$ cat config.mk
export PLATFORM = sky130hd
export DESIGN_NAME = axi_ar_redirect_ctrl_flat
export DESIGN_NICKNAME = d
export VERILOG_FILES = /design/src/rtl/axi_ar_redirect_ctrl_if.sv /design/src/rtl/axi_ar_redirect_ctrl.sv /design/src/flat_wrapper.sv
export SDC_FILE = /design/constraint.sdc
export NUM_CORES = 1
export LEC_CHECK = 0
export CAP_MARGIN = 20
export CORE_ASPECT_RATIO = 0.7
export CORE_MARGIN = 5
export CORE_UTILIZATION = 45
export DETAILED_ROUTE_END_ITERATION = 6
export MAX_ROUTING_LAYER = met4
export PLACE_DENSITY = 0.84
export SLEW_MARGIN = 10
export SYNTH_ARGS = -nofsm -noshare
export SYNTH_HDL_FRONTEND = slang
export SYNTH_SLANG_ARGS = --single-unit
$ cat constraint.sdc
create_clock -name clk -period 1.68 [get_ports clk]
set_input_delay 0.168 -clock clk [delete_from_list [all_inputs] [get_ports clk]]
set_output_delay 0.168 -clock clk [all_outputs]
set_load 0.01 [all_outputs]
$ cat src/rtl/axi_ar_redirect_ctrl_if.sv
// Configuration port of the AR redirect-table controller.
// The config master raises cfg_req with a single table entry. It holds the
// entry fields stable until cfg_gnt. Completion is reported by a one-cycle
// cfg_done pulse. Rejection or abort is reported by a one-cycle cfg_err pulse.
interface axi_ar_redirect_ctrl_if #(
    parameter int LOG_N_INIT = 3
);
    logic                  cfg_req;
    logic                  cfg_gnt;
    logic [LOG_N_INIT-1:0] cfg_idx;
    logic [LOG_N_INIT-1:0] cfg_source;
    logic [LOG_N_INIT-1:0] cfg_target;
    logic                  cfg_en;
    logic                  cfg_done;
    logic                  cfg_err;

    modport master (
        output cfg_req, cfg_idx, cfg_source, cfg_target, cfg_en,
        input  cfg_gnt, cfg_done, cfg_err
    );

    modport slave (
        input  cfg_req, cfg_idx, cfg_source, cfg_target, cfg_en,
        output cfg_gnt, cfg_done, cfg_err
    );
endinterface

$ cat src/rtl/axi_ar_redirect_ctrl.sv
// Runtime controller for the AR-channel redirect table.
// An accepted update runs the following sequence:
//   1. Block new AR grants at every decoder.
//   2. Wait for outstanding reads to drain, or abort on timeout.
//   3. Write the single entry atomically.
//   4. Release the decoders.
// The table outputs come only from registers, so a decoder never sees a
// partially written mapping.
module axi_ar_redirect_ctrl #(
    parameter int N_INIT_PORT   = 8,
    parameter int LOG_N_INIT    = 3,
    parameter int N_TARG_PORT   = 4,
    parameter int DRAIN_TIMEOUT = 1024
) (
    input  logic                              clk,
    input  logic                              rst_n,
    axi_ar_redirect_ctrl_if.slave             cfg,
    output logic                              ar_block_o,
    input  logic [N_TARG_PORT-1:0]            outstanding_i,
    output logic [N_INIT_PORT*LOG_N_INIT-1:0] source_o,
    output logic [N_INIT_PORT*LOG_N_INIT-1:0] target_o,
    output logic [N_INIT_PORT-1:0]            redirect_valid_o
);

    // The counter holds cycles elapsed since the block was raised. It is 0
    // in BLOCK and reaches DRAIN_TIMEOUT-1 on the last allowed DRAIN cycle.
    localparam int                    CNT_W    = $clog2(DRAIN_TIMEOUT);
    localparam logic [CNT_W-1:0]      CNT_LAST = CNT_W'(DRAIN_TIMEOUT - 1);
    localparam logic [LOG_N_INIT:0]   IDX_LIM  = (LOG_N_INIT + 1)'(N_INIT_PORT);

    typedef enum logic [2:0] {
        S_IDLE,
        S_BLOCK,
        S_DRAIN,
        S_COMMIT,
        S_RELEASE
    } state_e;

    state_e                  state_q;
    logic [LOG_N_INIT-1:0]   idx_q;
    logic [LOG_N_INIT-1:0]   src_q;
    logic [LOG_N_INIT-1:0]   tgt_q;
    logic                    en_q;
    logic [CNT_W-1:0]        cnt_q;
    logic                    block_q;
    logic                    done_q;
    logic                    err_q;
    logic [LOG_N_INIT-1:0]   tbl_src_q [N_INIT_PORT];
    logic [LOG_N_INIT-1:0]   tbl_tgt_q [N_INIT_PORT];
    logic [N_INIT_PORT-1:0]  tbl_vld_q;

    logic                    req_bad_d;
    logic                    drained_d;
    logic                    timeout_d;
    logic [CNT_W-1:0]        cnt_d;

    // A request is unusable when its index is outside the table, or when it
    // enables a redirect that maps a port onto itself.
    assign req_bad_d = ({1'b0, cfg.cfg_idx} >= IDX_LIM) ||
                       (cfg.cfg_en && (cfg.cfg_source == cfg.cfg_target));
    assign drained_d = ~|outstanding_i;
    assign timeout_d = (cnt_q == CNT_LAST);
    assign cnt_d     = cnt_q + 1'b1;

    // Requests are only ever granted while idle.
    assign cfg.cfg_gnt  = cfg.cfg_req && (state_q == S_IDLE);
    assign cfg.cfg_done = done_q;
    assign cfg.cfg_err  = err_q;
    assign ar_block_o   = block_q;

    // Update sequencer: the FSM, its registered pulses, and the table itself.
    always_ff @(posedge clk or negedge rst_n) begin
        if (!rst_n) begin
            state_q   <= S_IDLE;
            idx_q     <= '0;
            src_q     <= '0;
            tgt_q     <= '0;
            en_q      <= 1'b0;
            cnt_q     <= '0;
            block_q   <= 1'b0;
            done_q    <= 1'b0;
            err_q     <= 1'b0;
            tbl_vld_q <= '0;
            for (int i = 0; i < N_INIT_PORT; i++) begin
                tbl_src_q[i] <= '0;
                tbl_tgt_q[i] <= '0;
            end
        end else begin
            done_q <= 1'b0;
            err_q  <= 1'b0;
            case (state_q)
                S_IDLE: begin
                    if (cfg.cfg_req) begin
                        idx_q <= cfg.cfg_idx;
                        src_q <= cfg.cfg_source;
                        tgt_q <= cfg.cfg_target;
                        en_q  <= cfg.cfg_en;
                        if (req_bad_d) begin
                            err_q <= 1'b1;
                        end else begin
                            block_q <= 1'b1;
                            cnt_q   <= '0;
                            state_q <= S_BLOCK;
                        end
                    end
                end
                S_BLOCK: begin
                    // Give an AR handshake that is already in flight one
                    // cycle to land and raise its outstanding flag.
                    cnt_q   <= cnt_d;
                    state_q <= S_DRAIN;
                end
                S_DRAIN: begin
                    // A drain that happens on the last allowed cycle still
                    // commits.
                    if (drained_d) begin
                        state_q <= S_COMMIT;
                    end else if (timeout_d) begin
                        err_q   <= 1'b1;
                        block_q <= 1'b0;
                        state_q <= S_RELEASE;
                    end else begin
                        cnt_q <= cnt_d;
                    end
                end
                S_COMMIT: begin
                    for (int i = 0; i < N_INIT_PORT; i++) begin
                        if (idx_q == LOG_N_INIT'(i)) begin
                            tbl_src_q[i] <= src_q;
                            tbl_tgt_q[i] <= tgt_q;
                            tbl_vld_q[i] <= en_q;
                        end
                    end
                    // The new entry and the unblock become visible together.
                    done_q  <= 1'b1;
                    block_q <= 1'b0;
                    state_q <= S_RELEASE;
                end
                S_RELEASE: begin
                    cnt_q   <= '0;
                    state_q <= S_IDLE;
                end
                default: begin
                    block_q <= 1'b0;
                    cnt_q   <= '0;
                    state_q <= S_IDLE;
                end
            endcase
        end
    end

    // Flatten the table into the decoder-facing buses.
    for (genvar g = 0; g < N_INIT_PORT; g++) begin : g_flat
        assign source_o[g*LOG_N_INIT +: LOG_N_INIT] = tbl_src_q[g];
        assign target_o[g*LOG_N_INIT +: LOG_N_INIT] = tbl_tgt_q[g];
    end
    assign redirect_valid_o = tbl_vld_q;

endmodule

$ cat src/flat_wrapper.sv
// flat-port wrapper written by rule: the top's interface ports become plain ports
module axi_ar_redirect_ctrl_flat 
#(
    parameter int N_INIT_PORT   = 8,
    parameter int LOG_N_INIT    = 3,
    parameter int N_TARG_PORT   = 4,
    parameter int DRAIN_TIMEOUT = 1024
)
  (clk, rst_n, ar_block_o, outstanding_i, source_o, target_o, redirect_valid_o, cfg_cfg_req, cfg_cfg_idx, cfg_cfg_source, cfg_cfg_target, cfg_cfg_en, cfg_cfg_gnt, cfg_cfg_done, cfg_cfg_err);
  axi_ar_redirect_ctrl_if #(.LOG_N_INIT(LOG_N_INIT)) cfg_i ();
  input  logic clk;
  input  logic rst_n;
  output logic ar_block_o;
  input  logic [N_TARG_PORT-1:0] outstanding_i;
  output logic [N_INIT_PORT*LOG_N_INIT-1:0] source_o;
  output logic [N_INIT_PORT*LOG_N_INIT-1:0] target_o;
  output logic [N_INIT_PORT-1:0] redirect_valid_o;
  input wire logic [$bits(cfg_i.cfg_req)-1:0] cfg_cfg_req;
  input wire logic [$bits(cfg_i.cfg_idx)-1:0] cfg_cfg_idx;
  input wire logic [$bits(cfg_i.cfg_source)-1:0] cfg_cfg_source;
  input wire logic [$bits(cfg_i.cfg_target)-1:0] cfg_cfg_target;
  input wire logic [$bits(cfg_i.cfg_en)-1:0] cfg_cfg_en;
  output wire logic [$bits(cfg_i.cfg_gnt)-1:0] cfg_cfg_gnt;
  output wire logic [$bits(cfg_i.cfg_done)-1:0] cfg_cfg_done;
  output wire logic [$bits(cfg_i.cfg_err)-1:0] cfg_cfg_err;
  assign cfg_i.cfg_req = cfg_cfg_req;
  assign cfg_i.cfg_idx = cfg_cfg_idx;
  assign cfg_i.cfg_source = cfg_cfg_source;
  assign cfg_i.cfg_target = cfg_cfg_target;
  assign cfg_i.cfg_en = cfg_cfg_en;
  assign cfg_cfg_gnt = cfg_i.cfg_gnt;
  assign cfg_cfg_done = cfg_i.cfg_done;
  assign cfg_cfg_err = cfg_i.cfg_err;
  axi_ar_redirect_ctrl #(.N_INIT_PORT(N_INIT_PORT), .LOG_N_INIT(LOG_N_INIT), .N_TARG_PORT(N_TARG_PORT), .DRAIN_TIMEOUT(DRAIN_TIMEOUT)) u_core (.clk(clk), .rst_n(rst_n), .cfg(cfg_i), .ar_block_o(ar_block_o), .outstanding_i(outstanding_i), .source_o(source_o), .target_o(target_o), .redirect_valid_o(redirect_valid_o));
endmodule
==> flow_summary_export.csv, run 1 <==
group,metric,value,unit
pwr,vdd_drop_max,1.022,mV
timing,finalHoldViolations,0,
worst_setup_path,cp.required,1.89,ns
clock_tree,path_clk_slew,0.06,ns
logic_synthesis,synth_area,3545,sq um
die,initial_utilization,0.4562,
global_route,antenna_found_initial,0,
place,port-buffer-count,76,
logic_synthesis,synthDominantCellAreaShare,0.5789,
clock_tree,cts_sinks,82,
worst_setup_path,rrSetupSlack,0.04,ns
logic_synthesis,syn_nets,270,
die,die_x,116.1,um
worst_setup_path,cpMostUsedCell,"buf_4",
place,dp_hpwl,6130,um
worst_setup_path,slowest_stage,"dfrtp_2",
global_route,grt_usage,0.1897,
logic_synthesis,ys_seq_area_frac,0.5789,
cells_and_area,design_area,5084,sq um
cells_and_area,post-route-util,0.6543,
worst_setup_path,cp-start-kind,"flop",
clock_tree,cts_buffers,9,
timing,fmax,609.0,MHz
worst_setup_path,crit_arrival,1.86,ns
place,place_area,4621,sq um
worst_setup_path,r2r_start,"u_core.state_q[2]",
clock_tree,clkLatencyLatePin,0.33,ns
status,status,"complete, no violations",
hold_path,hold_class,"primary input to async pin",
timing,layout_worst_path_cycle_share,0.9773,
routing,viasPerCell,5.301,
place,dp.cells,450,
routing,vias,2518,
worst_setup_path,worstRegToRegCells,4,
die,fp.dieH,84.26,um
routing,wl,8774,um
pwr,leakage,2.323,nW
cells_and_area,instances_no_fill,475,
pwr,p_per_area,1737,nW/um^2
routing,drc,0,
die,die-area,9780,sq um
worst_setup_path,crit_chain,"buf_4, nor4_4, buf_4, mux2_2",
logic_synthesis,synth_ff_type,"dfrtp_1",
worst_setup_path,cp_max_fo,7,
timing,setup_violations,0,
timing,post-route-min-period,1.642,ns
routing,dr.pass1.iters,4,
routing,routedWlPerCell,18.47,um
logic_synthesis,synthTopCellsByCount,"dfrtp_1, mux2_2, nor2_1",
cells_and_area,area_delta_synth_final,43.42,%
logic_synthesis,yosysMostFrequentCell,"dfrtp_1",
logic_synthesis,synth_edf_count,0,
worst_setup_path,startpoint,"u_core.state_q[2]",
die,ios,77,
logic_synthesis,yosysWarnings,0,
logic_synthesis,yosysTopAreaCell,"dfrtp_1",
logic_synthesis,yosys.cell_types.count,47,
logic_synthesis,synth.area.top_cells,"dfrtp_1, mux2_2, nor2_1",
worst_setup_path,worstSetupEndpointType,"flop",
routing,drt_iter0_drc,140,
worst_setup_path,criticalPathCategory,"flop to flop",
global_route,grt_max_degree,54,
clock_tree,htreeDepth,3,
cells_and_area,nNetsFinal,387,
clock_tree,clockBufferDepth,2,
logic_synthesis,syn_avg_cell_area,14.07,sq um
timing,finalMaxSlewViolations,0,
timing,hold_ws,0.3150,ns
timing,fin_skew,0.008721,ns
timing,worst_pin_slew,0.4948,ns
timing,slew_headroom,0.6701,
worst_setup_path,slowest_delay,0.50,ns
global_route,grt-ovfl-total,0,
routing,drt.antenna.violating_nets,0,
global_route,grt_pass1_vias,2640,
cells_and_area,drive_gt1_frac,0.3930,
place,gp_congestion,0.8359,
logic_synthesis,postSynthCellCount,252,
worst_setup_path,endpoint,"u_core.source_o[10]",
die,std_cell_rows,27,
flow_run,maxCapViolCount,0,
global_route,grt_pass1_wl,13880,um
cells_and_area,num_antenna_cells,0,
clock_tree,tritoncts,"yes",
clock_tree,cts.root.buffer_cell,"clkbuf_16",
timing,tns,0,ns
logic_synthesis,synth-seq-cells,82,
logic_synthesis,async_flop_share,1.000,
die,core-area,7770,sq um
worst_setup_path,worst_r2r_endpoint,"u_core.source_o[10]",
state kept, by name, indices dropped and copies added, names as in the netlist, 3 cells and up:
name / flops
u_core.source_o: 24
u_core.cnt_q: 10
u_core.state_q: 3
u_core.src_q: 3
u_core.idx_q: 3
u_core.target_o: 24
u_core.redirect_valid_o: 8
u_core.tgt_q: 3
worst max-delay path: cells and delay by family, from the launching register on:
| kind | cells | cell delay [ns] |
|---|---|---|
| buf+inv | 2 | 0.41 |
| flops | 1 | 0.50 |
| mux | 1 | 0.35 |
| simple gates | 1 | 0.27 |
cells by family (layout without fill, tap and decap cells):
logic type	after synthesis	count (layout)	synth area share
DFF	82	82	0.5789
muxes	67	67	0.2125
and+or+nand+nor	62	62	0.1200
AOI/OAI and AO/OA	28	28	0.06212
buffers and inverters	9	131	0.01553
xor gates and xnor gates	3	3	0.007414
adders and majority gates	1	1	0.003529
routing by layer:
metal  wire [um]  up-vias  track usage
li1            -     1155            -
met1        3988     1270       0.2602
met2        4190       87       0.2820
met3         508        6      0.05476
met4          86        0      0.04110
met5           0        -            -
layout by cell type (no fill, tap or decap), types with 2 or more instances in the layout:
master / n
dfrtp_1: 78
clkdlybuf4s50_1: 74
mux2_2: 65
buf_4: 33
nor2_1: 12
clkbuf_16: 9
nand2_1: 8
o2bb2ai_1: 6
a21oi_1: 5
nand3_1: 5
dfrtp_2: 4
nand4_1: 3
xnor2_1: 3
nor3_1: 3
o21ai_0: 3
and2_1: 3
nor2b_1: 3
buf_12: 3
nand2_4: 2
nand2b_1: 2
nor3b_4: 2
nor3_4: 2
nand3b_4: 2
nor2_2: 2
and3_1: 2
clkbuf_8: 2
clkinvlp_4: 2
buf_6: 2
area by class of cell:
class | instances | area [sq um]
clock buffers | 12 | 256.5
fillers | 576 | 2686
inverters | 1 | 3.754
flip-flops and latches | 82 | 2057
clock inverters | 4 | 50.05
multi-input cells | 161 | 1500
well taps | 101 | 126.4
repair buffers | 114 | 1090
how the worst min path moves through the flow:
stage,from,endpoint,slack [ns],cells past startpoint
finish,rst_n,u_core.source_o[13],0.32,2
global route,rst_n,u_core.redirect_valid_o[4],0.36,2
CTS,rst_n,u_core.target_o[7],0.33,2
detailed placement,rst_n,u_core.redirect_valid_o[4],0.11,1
global placement,rst_n,u_core.redirect_valid_o[4],0.11,1
floorplan,rst_n,u_core.ar_block_o,-0.13,0
power by group:
part	total, mW	internal, mW	switching [mW]
Sequential	3.54	2.71	0.836
Clock	1.99	1.23	0.758
Combinational	3.30	2.02	1.28
per-stage QoR:
stage	worst slack (ns)	power, mW
after floorplan	0.03935	4.813
after global routing	-0.03368	9.279
after detailed placement	-0.1825	6.708
after CTS	0.006980	8.748
final	0.03806	8.830
after global placement	-0.08573	6.580
what timing repair did:
item                                   in CTS  in global routing
resized for setup                           3                 19
pin swaps                                   3                  4
setup endpoints to repair                  37                 50
setup buffers                               4                  4
endpoints found under the hold margin      29                  0
hold buffers                                1                  0
Power figures use the tool's default switching activity.
==> inputs of run 2 (changes only) <==
- CTS_BUF_LIST: default -> sky130_fd_sc_hd__clkbuf_4
- TNS_END_PERCENT: default -> 1
==> flow_summary_export.csv, run 2 (same netlist as run 1, synthesis figures left out) <==
group,metric,value,unit
global_route,grt-ovfl-total,0,
routing,routedWlPerCell,17.90,um
routing,wl,8415,um
clock_tree,cts.root.buffer_cell,"clkbuf_4",
worst_setup_path,path_buf_inv,1,
routing,vias,2496,
worst_setup_path,crit_family,"flip-flops",
cells_and_area,post-route-util,0.6237,
timing,setup_violations,0,
routing,viasPerCell,5.311,
global_route,grt_pass1_wl,13550,um
timing,rsz0062_at_grt,"true",
clock_tree,cts_sinks,82,
timing,fin_skew,0.02216,ns
die,initial_utilization,0.4562,
cells_and_area,fillerInstances,622,
cells_and_area,layout_commonest_cell,"dfrtp_1",
place,gp_congestion,0.8359,
flow_run,maxCapViolCount,0,
clock_tree,clockBufferDepth,2,
global_route,antenna_found_initial,0,
cells_and_area,area_delta_synth_final,36.71,%
place,dp.cells,450,
cells_and_area,instances_no_fill,470,
hold_path,hold_class,"primary input to async pin",
die,fp.dieH,84.26,um
cells_and_area,num_antenna_cells,0,
status,status,"complete, no violations",
worst_setup_path,cp-start-kind,"flop",
routing,drt_iter0_drc,115,
timing,layout_worst_path_cycle_share,0.9991,
global_route,grt_max_degree,54,
clock_tree,htreeDepth,3,
pwr,p_sw_frac,0.3442,
clock_tree,clkLatencyLatePin,0.43,ns
clock_tree,path_clk_slew,0.13,ns
worst_setup_path,worstSetupEndpointType,"output port",
timing,setup_ws,0.001567,ns
pwr,p_int,5.129,mW
pwr,p_per_area,1614,nW/um^2
cells_and_area,design_area,4846,sq um
global_route,grt_pass1_vias,2596,
cells_and_area,seq_area,2057,sq um
cells_and_area,multi_input_area,1478,sq um
timing,worst_pin_slew,0.4982,ns
timing,finalHoldViolations,0,
place,place_area,4621,sq um
worst_setup_path,cp.required,1.51,ns
clock_tree,cts_buffers,9,
worst_setup_path,slowest_delay,0.45,ns
worst_setup_path,cp_max_fo,4,
timing,slew_headroom,0.6679,
place,preCtsSetupSlack,-0.1825,ns
pwr,vdd_drop_max,0.9471,mV
die,ios,77,
worst_setup_path,r2r_start,"u_core.state_q[1]",
die,die-area,9780,sq um
die,die_x,116.1,um
pwr,leakage,2.181,nW
pwr,power.net_switching,2.692,mW
timing,hold_ws,0.2129,ns
pwr,comb_power_share,0.411,
routing,drt.antenna.violating_nets,0,
cells_and_area,nNetsFinal,382,
timing,fmax,595.8,MHz
place,port-buffer-count,76,
place,dp_hpwl,6130,um
cells_and_area,drive_gt1_frac,0.3794,
die,std_cell_rows,27,
timing,post-route-min-period,1.678,ns
worst_setup_path,criticalPathCategory,"flop to output port",
cells_and_area,final_cell_mix,"dfrtp_1, clkdlybuf4s50_1, mux2_2",
worst_setup_path,startpoint,"u_core.state_q[1]",
pwr,clock_power_share,0.141,
worst_setup_path,crit_chain,"nand2b_1, nor3_2, buf_2",
clock_tree,tritoncts,"yes",
worst_setup_path,slowest_stage,"dfrtp_2",
routing,dr.pass1.iters,4,
timing,finalMaxSlewViolations,0,
die,core-area,7770,sq um
global_route,grt_usage,0.1852,
worst_setup_path,crit_arrival,1.51,ns
pwr,seqPwrFrac,0.448,
routing,drc,0,
[run 2: cell types whose count changed in the layout (fill, tap and decap cells not counted), sizes merged]
cell / before / now
clkbuf: 12 / 10
clkinv: 1 / 3
buf: 38 / 34
dlygate4sd2: 1 / 0
[run 2: cell type report]
type,count,area share
Clock buffer,10,0.01549
Clock inverter,6,0.01188
Inverter,1,0.0007746
Multi-Input combinational cell,161,0.3049
Sequential cell,82,0.4245
Tap cell,101,0.02608
Timing Repair Buffer,109,0.2164
[run 2: path summary, 6_finish.rpt]
kind	endpoint	slack [ns]	cells after the start
setup reg to reg	u_core.source_o[17]	0.01	7
hold reg to reg	u_core.redirect_valid_o[4]	0.51	1
setup / recovery	cfg_cfg_gnt	0.002	3
max in group asynchronous	u_core.state_q[0]	0.87	3
min in group clk	u_core.idx_q[2]	0.35	2
hold / removal	u_core.source_o[1]	0.21	2
[run 2: what timing repair did]
action | 4_1_cts | 5_1_grt
buffers inserted | 2 | 1
pin swaps | 3 | 3
hold buffers | 1 | 0
endpoints found under the setup margin | 38 | 53
hold endpoints to repair | 29 | 0
gates resized for setup | 8 | 12
[run 2: per-layer routing]
layer,track usage,up-vias,part of all wire
li1,-,1143,-
met1,0.2495,1259,0.46
met2,0.2789,83,0.47
met3,0.05043,11,0.058
met4,0.04742,0,0.011
met5,-,-,0
[run 2: power by group through the flow]
stage / clock (mW) / combinational, mW / sequential, mW
finish: 1.10 / 3.21 / 3.50
global route: 1.23 / 3.44 / 3.61
CTS: 1.14 / 3.22 / 3.50
detailed placement: 0 / 3.17 / 3.54
global placement: 0 / 3.08 / 3.50
floorplan: 0 / 1.36 / 3.45
[run 2: worst reg2reg max path, cell delays in order, from the launching register on]
cell,delay [ns]
dfrtp_2,0.41
buf_4,0.13
nand2_4,0.07
nor2_8,0.11
nand2_4,0.09
nor3b_4,0.25
buf_12,0.15
mux2_2,0.33
[run 2: per-stage QoR]
step	TNS (ns)	power [mW]
finish	0	7.820
global placement	-0.8814	6.580
CTS	-0.07816	7.864
global route	-1.278	8.284
floorplan	0	4.813
detailed placement	-2.071	6.708
==> inputs of run 3 (changes only) <==
- PLACE_DENSITY: 0.84 -> 0.81
- clock period: 1.68 -> 1.8 ns (I/O delays scaled with it)
==> flow_summary_export.csv, run 3 (same netlist as run 1, synthesis figures left out) <==
group,metric,value,unit
pwr,p_sw_frac,0.3331,
pwr,p_total,7.527,mW
pwr,clock_power_share,0.179,
cells_and_area,num_antenna_cells,0,
worst_setup_path,crit_family,"compound AO/OA/AOI/OAI gates",
routing,drt.antenna.violating_nets,0,
routing,drt_iter0_drc,153,
worst_setup_path,r2r_start,"u_core.cnt_q[0]",
pwr,leakage,2.143,nW
worst_setup_path,cp_max_fo,6,
worst_setup_path,startpoint,"u_core.cnt_q[0]",
pwr,vdd_drop_max,0.7681,mV
timing,finalHoldViolations,0,
hold_path,hold_class,"primary input to async pin",
die,core-area,7770,sq um
pwr,p_per_area,1575,nW/um^2
routing,vias,2450,
flow_run,maxCapViolCount,0,
cells_and_area,nNetsFinal,374,
worst_setup_path,slowest_delay,0.39,ns
timing,fin_skew,0.01130,ns
worst_setup_path,cp.required,2.11,ns
place,gp_congestion,0.8039,
die,die-area,9780,sq um
timing,worst_pin_slew,0.5669,ns
die,ios,77,
global_route,grt_pass1_wl,13520,um
global_route,grt_pass1_vias,2601,
cells_and_area,post-route-util,0.6151,
timing,rsz0062_at_grt,"false",
worst_setup_path,cp-start-kind,"flop",
worst_setup_path,crit_arrival,2.01,ns
timing,finalMaxSlewViolations,0,
global_route,grt_max_degree,45,
pwr,seqPwrFrac,0.434,
die,die_x,116.1,um
clock_tree,path_clk_slew,0.13,ns
pwr,p_int,5.019,mW
timing,layout_worst_path_cycle_share,0.9438,
place,port-buffer-count,76,
timing,fmax,588.6,MHz
global_route,antenna_found_initial,0,
timing,slew_headroom,0.6221,
routing,viasPerCell,5.303,
pwr,comb_power_share,0.387,
clock_tree,clkLatencyLatePin,0.41,ns
die,fp.dieH,84.26,um
cells_and_area,drive_gt1_frac,0.3573,
clock_tree,cts_sinks,82,
worst_setup_path,worstSetupEndpointType,"flop",
place,dp_hpwl,6233,um
global_route,grt-ovfl-total,0,
routing,wl,8242,um
worst_setup_path,path_buf_inv,1,
routing,routedWlPerCell,17.84,um
routing,dr.pass1.iters,4,
clock_tree,cts_buffers,9,
clock_tree,tritoncts,"yes",
global_route,grt_usage,0.1821,
clock_tree,cts.root.buffer_cell,"clkbuf_4",
worst_setup_path,slowest_stage,"dfrtp_1",
worst_setup_path,crit_chain,"ha_1, nand3_2, nor3_2, o211ai_2, buf_4, a21boi_0, o2bb2ai_1",
clock_tree,clockBufferDepth,2,
pwr,power.net_switching,2.507,mW
clock_tree,htreeDepth,3,
cells_and_area,final_cell_mix,"dfrtp_1, clkdlybuf4s50_1, mux2_2",
cells_and_area,fillerInstances,636,
routing,drc,0,
timing,setup_violations,0,
cells_and_area,layout_commonest_cell,"dfrtp_1",
die,std_cell_rows,27,
cells_and_area,area_delta_synth_final,34.84,%
timing,post-route-min-period,1.699,ns
status,status,"complete, no violations",
die,initial_utilization,0.4562,
worst_setup_path,criticalPathCategory,"flop to flop",
## run 3: stage by stage
stage                     setup TNS (ns)  instances  hold WS (ns)  worst slack [ns]  area, sq um
final                                  0        462        0.2917            0.1011         4780
after global routing                   0        462        0.3315          0.003443         4780
after CTS                              0        462        0.2879           0.02122         4778
after detailed placement         -0.6138        444        0.2136          -0.09592         4563
after global placement           -0.1280        444        0.2121          -0.02790         4563
after floorplan                        0        252       -0.1156            0.1594         3545
## run 3: routing by layer
layer	vias up	routed length [um]	global-route usage
met1	1257	3937	0.2551
met3	6	387	0.04971
met4	0	82	0.04953
met5	-	0	-
li1	1120	-	-
met2	67	3834	0.2616
## run 3: path summary, 6_finish.rpt
path	endpoint	slack [ns]	cells after the start
max reg2reg	u_core.cnt_q[5]	0.10	7
min in group clk	u_core.idx_q[1]	0.41	2
max in group asynchronous	u_core.target_o[18]	0.95	3
min	u_core.redirect_valid_o[0]	0.29	2
max	u_core.cnt_q[5]	0.10	7
min reg2reg	u_core.cnt_q[9]	0.51	1
## run 3: power by group through the flow
| stage | clock, mW | combinational (mW) | sequential [mW] |
|---|---|---|---|
| 3_3_place_gp | 0 | 2.81 | 3.26 |
| 5_1_grt | 1.46 | 3.13 | 3.37 |
| 3_5_place_dp | 0 | 2.91 | 3.30 |
| 6_report | 1.35 | 2.91 | 3.27 |
| 2_1_floorplan | 0 | 1.27 | 3.22 |
| 4_1_cts | 1.37 | 2.94 | 3.27 |
## run 3: timing repair
| action | CTS | global route |
|---|---|---|
| hold buffers | 1 | 0 |
| buffers inserted | 1 | 0 |
| gates resized for setup | 5 | 5 |
| pin swaps | 1 | 2 |
| endpoints found under the hold margin | 41 | 0 |
| setup endpoints to repair | 2 | 10 |
## run 3: layout make-up
class	count	area, sq um	share of cell area
sequential	82	2056	0.4301
multi-input combinational	161	1449	0.3031
timing repair buffer	101	955.9	0.2000
tap	101	126.4	0.02644
clock inverter	6	113.9	0.02382
clock buffer	10	75.07	0.01571
inverter	1	3.754	0.0007853
